[src/rtl/img_proc_pkg.sv]
// ---------------------------------------------------------------------------
// img_proc_pkg
// Shared definitions for the video image processor binary stages.
//   PIX_WHITE / PIX_BLACK : 24-bit binary pixel encodings
//   IMG_WIDTH_DEF         : default active pixels per line
//   win3x3_t              : 3x3 binary window, [column][row-in-column]
//   win_reduce()          : 9-input AND (erosion) or OR (dilation)
// ---------------------------------------------------------------------------
package img_proc_pkg;

  localparam logic [23:0] PIX_WHITE     = 24'hFFFFFF;
  localparam logic [23:0] PIX_BLACK     = 24'h000000;
  localparam int          IMG_WIDTH_DEF = 640;

  // w[j] is a window column, j = 2 newest (current column), j = 0 oldest.
  // w[j][k]: k = 0 current row, k = 1 one line up, k = 2 two lines up.
  typedef logic [2:0][2:0] win3x3_t;

  function automatic logic win_reduce(input win3x3_t w, input logic dilate);
    return dilate ? (|w) : (&w);
  endfunction

endpackage

[src/rtl/line_buffer_1b.sv]
// ---------------------------------------------------------------------------
// line_buffer_1b
// Two 1-bit line memories packed as 2-bit words at one address per column.
// Bit 0 holds the previous line, bit 1 the line before it. A write pushes
// the new bit into bit 0 and the old bit 0 into bit 1 (read-before-write at
// the same address), so one access per pixel keeps both lines in step.
// Ports:
//   i_clk   pixel clock
//   i_we    write enable (one accepted pixel)
//   i_addr  column address (only the low $clog2(DEPTH) bits are decoded)
//   i_din   new pixel bit
//   o_tap1  pixel one line up at i_addr   (combinational read)
//   o_tap2  pixel two lines up at i_addr  (combinational read)
// ---------------------------------------------------------------------------
module line_buffer_1b
  import img_proc_pkg::*;
#(
  parameter int DEPTH = IMG_WIDTH_DEF,
  parameter int AW    = $clog2(DEPTH)
) (
  input  logic          i_clk,
  input  logic          i_we,
  input  logic [AW-1:0] i_addr,
  input  logic          i_din,
  output logic          o_tap1,
  output logic          o_tap2
);

  localparam int IW = (DEPTH > 1) ? $clog2(DEPTH) : 1;

  logic [1:0]    r_mem [DEPTH];
  logic [IW-1:0] w_idx;
  logic [1:0]    w_word;
  logic          w_unused_addr;

  // The column counter may be wider than the array needs; upper bits are 0.
  assign w_idx         = i_addr[IW-1:0];
  assign w_unused_addr = ^i_addr;

  assign w_word = r_mem[w_idx];
  assign o_tap1 = w_word[0];
  assign o_tap2 = w_word[1];

  always_ff @(posedge i_clk) begin
    if (i_we) r_mem[w_idx] <= {w_word[0], i_din};
  end

endmodule

[src/rtl/binary_morph_3x3.sv]
// ---------------------------------------------------------------------------
// binary_morph_3x3
// Streaming 3x3 binary erosion (default) or dilation (MORPH_DILATE_EN
// defined) on a 24-bit all-zeros/all-ones pixel stream. One output pixel per
// accepted input; sideband (vsync/clken/valid) delayed by exactly 2 cycles.
// Output for accepted pixel (r,c) is the reduce of the window centred on
// (r-1,c-1); neighbours above row 0 or left of column 0 read as 0.
// Ports:
//   i_clk               pixel clock
//   i_rst_n             synchronous active-low reset
//   i_pre_image_vsync   frame sync, rising edge restarts at (0,0)
//   i_pre_image_clken   pixel clock enable
//   i_pre_data_valid    pixel valid (accept = clken && valid)
//   i_pre_image_data    binary pixel, bit 0 used
//   o_pos_image_vsync   vsync delayed 2 cycles
//   o_pos_image_clken   clken delayed 2 cycles
//   o_pos_data_valid    valid delayed 2 cycles
//   o_pos_image_data    filtered pixel, PIX_WHITE or PIX_BLACK
// Build option: MORPH_DILATE_EN selects OR reduce (dilation).
// ---------------------------------------------------------------------------
module binary_morph_3x3
  import img_proc_pkg::*;
#(
  parameter int IMG_WIDTH = IMG_WIDTH_DEF,
  parameter int COL_W     = 10,
  parameter int ROW_W     = 10
) (
  input  logic        i_clk,
  input  logic        i_rst_n,
  input  logic        i_pre_image_vsync,
  input  logic        i_pre_image_clken,
  input  logic        i_pre_data_valid,
  input  logic [23:0] i_pre_image_data,
  output logic        o_pos_image_vsync,
  output logic        o_pos_image_clken,
  output logic        o_pos_data_valid,
  output logic [23:0] o_pos_image_data
);

`ifdef MORPH_DILATE_EN
  localparam logic DILATE = 1'b1;
`else
  localparam logic DILATE = 1'b0;
`endif

  // ---- state ----
  logic             r_vs_d;
  logic [COL_W-1:0] r_col;
  logic [ROW_W-1:0] r_row;
  win3x3_t          r_win;
  logic [1:0]       r_vs_pipe;
  logic [1:0]       r_ce_pipe;
  logic [1:0]       r_dv_pipe;
  logic             r_pix;

  // ---- stage 1 combinational ----
  logic             w_acc;
  logic             w_vs_rise;
  logic [COL_W-1:0] w_col;
  logic [ROW_W-1:0] w_row;
  win3x3_t          w_win;
  logic             w_tap1;
  logic             w_tap2;
  logic             w_m1;
  logic             w_m2;
  logic             w_col_last;
  logic [COL_W-1:0] w_col_nxt;
  logic [ROW_W-1:0] w_row_nxt;
  win3x3_t          w_win_nxt;
  logic             w_unused;

  assign w_unused  = ^i_pre_image_data[23:1];
  assign w_acc     = i_pre_image_clken & i_pre_data_valid;
  assign w_vs_rise = i_pre_image_vsync & ~r_vs_d;

  // A vsync edge takes effect in its own cycle, so a pixel accepted
  // alongside it is already (0,0) with an empty window.
  assign w_col = w_vs_rise ? '0 : r_col;
  assign w_row = w_vs_rise ? '0 : r_row;
  assign w_win = w_vs_rise ? '0 : r_win;

  line_buffer_1b #(
    .DEPTH (IMG_WIDTH),
    .AW    (COL_W)
  ) u_lbuf (
    .i_clk  (i_clk),
    .i_we   (w_acc & i_rst_n),
    .i_addr (w_col),
    .i_din  (i_pre_image_data[0]),
    .o_tap1 (w_tap1),
    .o_tap2 (w_tap2)
  );

  // Line buffers are never cleared; row masking hides lines from an earlier
  // frame (or from before reset).
  assign w_m1 = (w_row != '0) & w_tap1;
  assign w_m2 = (w_row > ROW_W'(1)) & w_tap2;

  always_comb begin
    w_win_nxt    = '0;
    w_win_nxt[2] = {w_m2, w_m1, i_pre_image_data[0]};
    // Shifted-in columns belong to the previous line at the start of a line.
    w_win_nxt[1] = (w_col == '0)        ? 3'b000 : w_win[2];
    w_win_nxt[0] = (w_col < COL_W'(2))  ? 3'b000 : w_win[1];
  end

  assign w_col_last = (w_col == COL_W'(IMG_WIDTH - 1));
  assign w_col_nxt  = w_col_last ? '0 : (w_col + COL_W'(1));

  always_comb begin
    w_row_nxt = w_row;
    if (w_col_last && !(&w_row)) w_row_nxt = w_row + ROW_W'(1);
  end

  // ---- registers ----
  always_ff @(posedge i_clk) begin
    if (!i_rst_n) begin
      r_vs_d    <= 1'b0;
      r_col     <= '0;
      r_row     <= '0;
      r_win     <= '0;
      r_vs_pipe <= '0;
      r_ce_pipe <= '0;
      r_dv_pipe <= '0;
      r_pix     <= 1'b0;
    end else begin
      r_vs_d    <= i_pre_image_vsync;
      r_vs_pipe <= {r_vs_pipe[0], i_pre_image_vsync};
      r_ce_pipe <= {r_ce_pipe[0], i_pre_image_clken};
      r_dv_pipe <= {r_dv_pipe[0], i_pre_data_valid};

      if (w_acc) begin
        r_col <= w_col_nxt;
        r_row <= w_row_nxt;
        r_win <= w_win_nxt;
      end else if (w_vs_rise) begin
        r_col <= '0;
        r_row <= '0;
        r_win <= '0;
      end

      // Stage 2: r_win holds the window of the pixel accepted last cycle.
      if (r_ce_pipe[0] && r_dv_pipe[0]) r_pix <= win_reduce(r_win, DILATE);
    end
  end

  assign o_pos_image_vsync = r_vs_pipe[1];
  assign o_pos_image_clken = r_ce_pipe[1];
  assign o_pos_data_valid  = r_dv_pipe[1];
  assign o_pos_image_data  = r_pix ? PIX_WHITE : PIX_BLACK;

endmodule

[config.mk]
export PLATFORM = sky130hd
export DESIGN_NAME = binary_morph_3x3
export DESIGN_NICKNAME = d
export VERILOG_FILES = /design/src/rtl/img_proc_pkg.sv /design/src/rtl/line_buffer_1b.sv /design/src/rtl/binary_morph_3x3.sv
export SDC_FILE = /design/constraint.sdc
export NUM_CORES = 2
export LEC_CHECK = 0
export BUFFER_PORTS_ARGS = -buffer_cell sky130_fd_sc_hd__clkbuf_2
export CELL_PAD_IN_SITES_DETAIL_PLACEMENT = 0
export CELL_PAD_IN_SITES_GLOBAL_PLACEMENT = 1
export CORE_AREA = 3 3 401 403
export CTS_CLUSTER_DIAMETER = 150
export CTS_CLUSTER_SIZE = 25
export DETAILED_ROUTE_END_ITERATION = 7
export DIE_AREA = 0 0 404 406
export PLACE_DENSITY_LB_ADDON = 0.08
export SYNTH_ARGS = -nofsm -noshare
export SYNTH_HDL_FRONTEND = slang
export SYNTH_SLANG_ARGS = --single-unit
export TNS_END_PERCENT = 1
[constraint.sdc]
create_clock -name i_clk -period 10.55 [get_ports i_clk]
set_clock_uncertainty 0.05 [all_clocks]
set_input_delay 0.5275 -clock i_clk [delete_from_list [all_inputs] [get_ports i_clk]]
set_output_delay 0.5275 -clock i_clk [all_outputs]
set_load 0.02 [all_outputs]
== Word-level counts from Yosys, hierarchy flattened ==
Memories as Yosys holds them, arrays and structs flattened.
Cells that the tools add are included.

* Flip-flop bits (word level): 37
* Bits in writable memories: 1280
* Input port bits: 29
* Output and inout bits: 27
* Word-level logic and storage cells: 43
* Memories: 1

{| class="wikitable"
|+ Memory list
! name !! words !! width !! read ports !! clocked after memory_dff !! write ports !! RTL line !! source
|-
| u_lbuf.r_mem || 640 || 2 || 1 || 0 || 1 || line_buffer_1b.sv:31 || <nowiki>logic [1:0] r_mem [DEPTH];</nowiki>
|}

* Add/subtract/negate cells: 2
* Order comparisons: 2
* Equal/unequal tests: 1
* Mux-type cells: 13
* Bitwise gates (word level): 6
* Reductions and logical operators: 8

{| class="wikitable"
|+ Operators with widths
! cell !! count
|-
| $mux W10 || 6
|-
| $mux W24 || 1
|-
| $add A10 B1 Y10 const B || 2
|-
| $mux W9 || 2
|-
| $eq A10 B10 Y1 const B || 1
|-
| $gt A10 B1 Y1 const B || 1
|-
| $logic_not A10 Y1 || 1
|-
| $lt A10 B2 Y1 const B || 1
|-
| $reduce_and A10 Y1 || 1
|-
| $reduce_bool A10 Y1 || 1
|-
| $reduce_and A9 Y1 || 1
|-
| $mux W3 || 2
|-
| $and A1 B1 Y1 || 5
|-
| $logic_and A1 B1 Y1 || 2
|-
| $mux W1 || 2
|-
| $reduce_bool A2 Y1 || 1
|-
| $logic_not A1 Y1 || 1
|-
| $not A1 Y1 || 1
|}

== Longest topological paths before layout ==
* Depth after elaboration: 8
* Mapped depth: 16
* Depth with buffers taken out: 12

== Cells and area by module ==
From an unflattened synthesis, not the netlist that was laid out.

* Cell total of the unflattened synthesis: 3457
* Area, all modules: 53981.8 sq um

{| class="wikitable"
|+ By module, submodules not included
! module !! instances !! cells an instance !! area each (sq um) !! seq. area each (sq um)
|-
| line_buffer_1b || 1 || 3221 || 52043.7 || 38436.9
|-
| binary_morph_3x3 || 1 || 236 || 1938.1 || 720.7
|}

== Least setup slack after synthesis ==
Ideal clock, no wire load.

* Kind: input port to flip-flop
* Start: in i_pre_image_vsync
* End: mem u_lbuf.r_mem[0][1], data pin
* Setup time: 1.754 ns
* Arrival time: 9.842 ns
* Data required time: 8.746 ns
* Setup slack: -1.096 ns
* Stages: 13
* Buffers on the path: 5
* Path through: nor2b_4 buf_6 nor2_4 buf_4 buf_2 buf_2 clkbuf_1 nand2_1 a21oi_1 nor4_1 a31oi_1 o22ai_1 nand2_1

* Cells in the longest elaborated chain, start to end: 3

{| class="wikitable"
|+ Ends and longest elaborated chain
! element !! RTL line !! source
|-
| start, declared || binary_morph_3x3.sv:30 || <nowiki>input logic i_pre_image_vsync,</nowiki>
|-
| $and A1 B1 Y1 || binary_morph_3x3.sv:74 || <nowiki>assign w_vs_rise = i_pre_image_vsync & ~r_vs_d;</nowiki>
|-
| $mux W10 || - ||
|-
| $mem_v2 Z640 W2 || - ||
|-
| net u_lbuf.o_tap1 || line_buffer_1b.sv:25 || <nowiki>output logic o_tap1,</nowiki>
|-
| end, declared || line_buffer_1b.sv:31 ||
|}

The timed path passes the listed nets, and every way through them passes these cells.

== Worst setup path in the final report ==
* Start: reg r_col[0]
* End: mem u_lbuf.r_mem[562][1], data pin

* Cells in the longest elaborated chain, start to end: 2

{| class="wikitable"
|+ Ends and longest elaborated chain
! element !! RTL line !! source
|-
| start, declared || binary_morph_3x3.sv:48 || <nowiki>logic [COL_W-1:0] r_col;</nowiki>
|-
| start signal, assigned || binary_morph_3x3.sv:133 || <nowiki>r_col <= w_col_nxt;</nowiki>
|-
| $mux W10 || - ||
|-
| $mem_v2 Z640 W2 || - ||
|-
| net u_lbuf.o_tap1 || line_buffer_1b.sv:25 ||
|}

The timed path passes the listed nets, and every way through them passes these cells.

==> flow_summary.ini <==
[routing]
drc_errors = 0
dr.pass1.iters = 5
drtIter0Drc = 4331
wirelength_um = 218000
routedWlPerCell_um = 35.8
vias = 36000
ant_nets = 0
via_per_inst = 5.90

[logic_synthesis]
synth_fp_nets = 4131
muxShareOfSynthArea_pct = 5.54
synthDistinctLibCells = 78
yosys-top-cells-area = edfxtp_1, nor2_1, mux2i_1
yosysWarnings = 0
synth_top_family_by_area = simple AND/OR/NAND/NOR gates
yosysTopAreaCell = edfxtp_1
synth_simple_gate_area_share_pct = 11.0
seq_area_frac_synth_pct = 71.0
netlist_area_um2 = 55100
synth_common_cells = edfxtp_1, nor2_1, nand2_1
synth-seq-cells = 1316
synth-adder-area-share_pct = 0.159
synth.most_common_cell = edfxtp_1
synth_edf_count = 1280
synth_flop_cell = edfxtp_1
yosys.area.top_type_share_pct = 69.7
async_flop_share_pct = 0
synth_xor_area_share_pct = 0.222
postSynthCellCount = 4095
synth-compound-area-share_pct = 9.00
syn-mean-instance-area_um2 = 13.5

[timing]
tns_ns = 0
tightest_slew_ns = 1.26
finalSetupViolations = 0
fin_crit_ns = 7.15
hold_viol_final = 0
rsz0062_at_grt = no
slew_violations = 0
fmax_mhz = 140
period_share_pct = 67.8
slew_headroom_pct = 15.5

[clock_network]
clkSinkCount = 1316
cts_max_level = 2
cts_buffers = 58
cts.reportedPaths.clkPinSlew_ns = 0.12
post_cts_buffers = 0
clockBufferDepth = 3
root_buffer = clkbuf_16
cts_tree = built
clk_latency_ns = 0.74

[die]
num_rows = 146
die_area_um2 = 164000
dieHeight_um = 406
initial_core_util_pct = 34.9
io_pins = 56
die_w_um = 404
design.core.area_um2 = 158000

[worst_setup_path]
end_kind = flop
reg2reg_setup_slack_ns = 3.40
cp.required_ns = 10.86
worstPathArrival_ns = 7.46
worstSetupPathType = flop to flop
worstSetupStartpointType = flop
crit_fanout = 129

[global_route]
grt_overflow = 0
grt_pass1_wl_um = 299000
track_usage_pct = 26.2
antenna_found_initial = 19
grt_pass1_vias = 35000
grt_max_degree = 170

[layout]
nets = 4034
final_area_um2 = 59300
fill_cells = 15300
drive_gt1_share_pct = 9.42
syn_to_final_growth_pct = 7.54

[placed_design]
dpl_cell_area_um2 = 57700
hpwl_um = 132000
portBuffers = 32
gp_congestion = 0.838

[pwr]
power.density_nw_per_um2 = 149
leakagePower_nw = 17.5
peakVddDrop_mv = 0.156

[flow_run]
max-cap-violations = 0

[outcome]
status = finished, final reports clean

[worst_hold_path]
hold_path_class = primary input to flop
## flip-flops by register name, summed over array words and instances (netlist names)
signal        count
r_ce_pipe         2
r_win             9
r_vs_pipe         2
r_dv_pipe         2
u_lbuf.r_mem   1280
r_row            10
r_col            10
r_pix             1
## through the flow
step / cells / hold WS [ns] / setup slack, ns / total power (W) / util, %
detailed placement: 6008 / 0.396 / 3.57 / 0.00625 / 36.5
floorplan: 4095 / 0.382 / 2.92 / 0.00608 / -
global route: 6096 / 0.183 / 3.28 / 0.00912 / 37.6
CTS: 6096 / 0.148 / 3.58 / 0.00892 / 37.6
finish: 6102 / 0.209 / 3.40 / 0.00886 / 37.6
global placement: 6008 / 0.392 / 3.50 / 0.00625 / 36.5
## power breakdown
group | total [W] | leakage (nW) | internal [W] | switching, W
Combinational | 0.000373 | 4.94 | 0.0000792 | 0.000294
Clock | 0.00274 | 0.766 | 0.00104 | 0.00170
Sequential | 0.00575 | 11.8 | 0.00575 | 0.00000418
Total | 0.00886 | 17.5 | 0.00687 | 0.00199
## layout by cell type (no fill, tap or decap), types with 8 or more instances in the layout
cell       count
a211oi_1     116
a21oi_1       74
a221oi_1      40
a22oi_1        8
a311oi_1      34
a31oi_1       55
and2_1        36
and3_1        63
buf_4        145
clkbuf_1      25
clkbuf_16     59
clkbuf_2      31
dfxtp_1       33
edfxtp_1    1280
inv_1         14
mux2_2        60
mux2i_1      197
mux4_2        18
nand2_1      339
nand2_2       12
nand3_1       58
nand4_1       19
nor2_1       748
nor2b_1       32
nor3_1        35
nor4_1        15
o211ai_1      28
o21a_1         9
o21ai_0       97
o221ai_1      51
o22ai_1       92
o31ai_1       10
o32ai_1        9
or3_1         14
xnor2_1        8
## cell families after synthesis
group,count (synthesis)
simple gates,1418
buf+inv,361
fa+ha+maj,7
xor+xnor,14
compound gates,704
flops,1316
mux,275
## cell type report
type | instances | area, um^2 | area share (%)
inverters | 18 | 80.1 | 0.135
repair buffers | 186 | 1420 | 2.39
clock inverters | 2 | 17.5 | 0.0295
well taps | 2072 | 2590 | 4.37
multi-input cells | 2418 | 14400 | 24.3
flip-flops and latches | 1316 | 39200 | 66.1
clock buffers | 84 | 1570 | 2.65
diodes | 6 | 15.0 | 0.0253
## worst max-delay path, cell delays in order (launching register included)
cell	delay, ns
dfxtp_4	0.65
buf_4	0.42
inv_2	0.28
nor2_4	0.66
inv_8	0.35
buf_4	0.37
mux2i_1	0.32
o22ai_1	0.14
a2111oi_0	0.35
nor4bb_1	0.62
o211ai_1	0.44
a31oi_1	0.62
nand2_8	0.64
buf_4	0.63
## per-layer routing
metal,share of wire [%],track usage [%]
met1,44,37.0
met2,47,42.6
met3,6.3,3.46
met4,2.9,6.85
met5,0.011,0
## final timing paths
check,from,to,cells past startpoint
hold reg to reg,r_win[1],r_win[1],2
setup reg to reg,r_col[0],u_lbuf.r_mem[562][1],13
hold / removal,i_pre_image_vsync,r_vs_pipe[0],2
setup / recovery,r_col[0],u_lbuf.r_mem[562][1],13
## what timing repair did
item                                   in CTS  in global routing
setup endpoints to repair                   0                  0
resized for setup                           0                  0
hold buffers                                2                  0
endpoints found under the hold margin       2                  0
No activity file was read; power rests on OpenSTA's default activity.
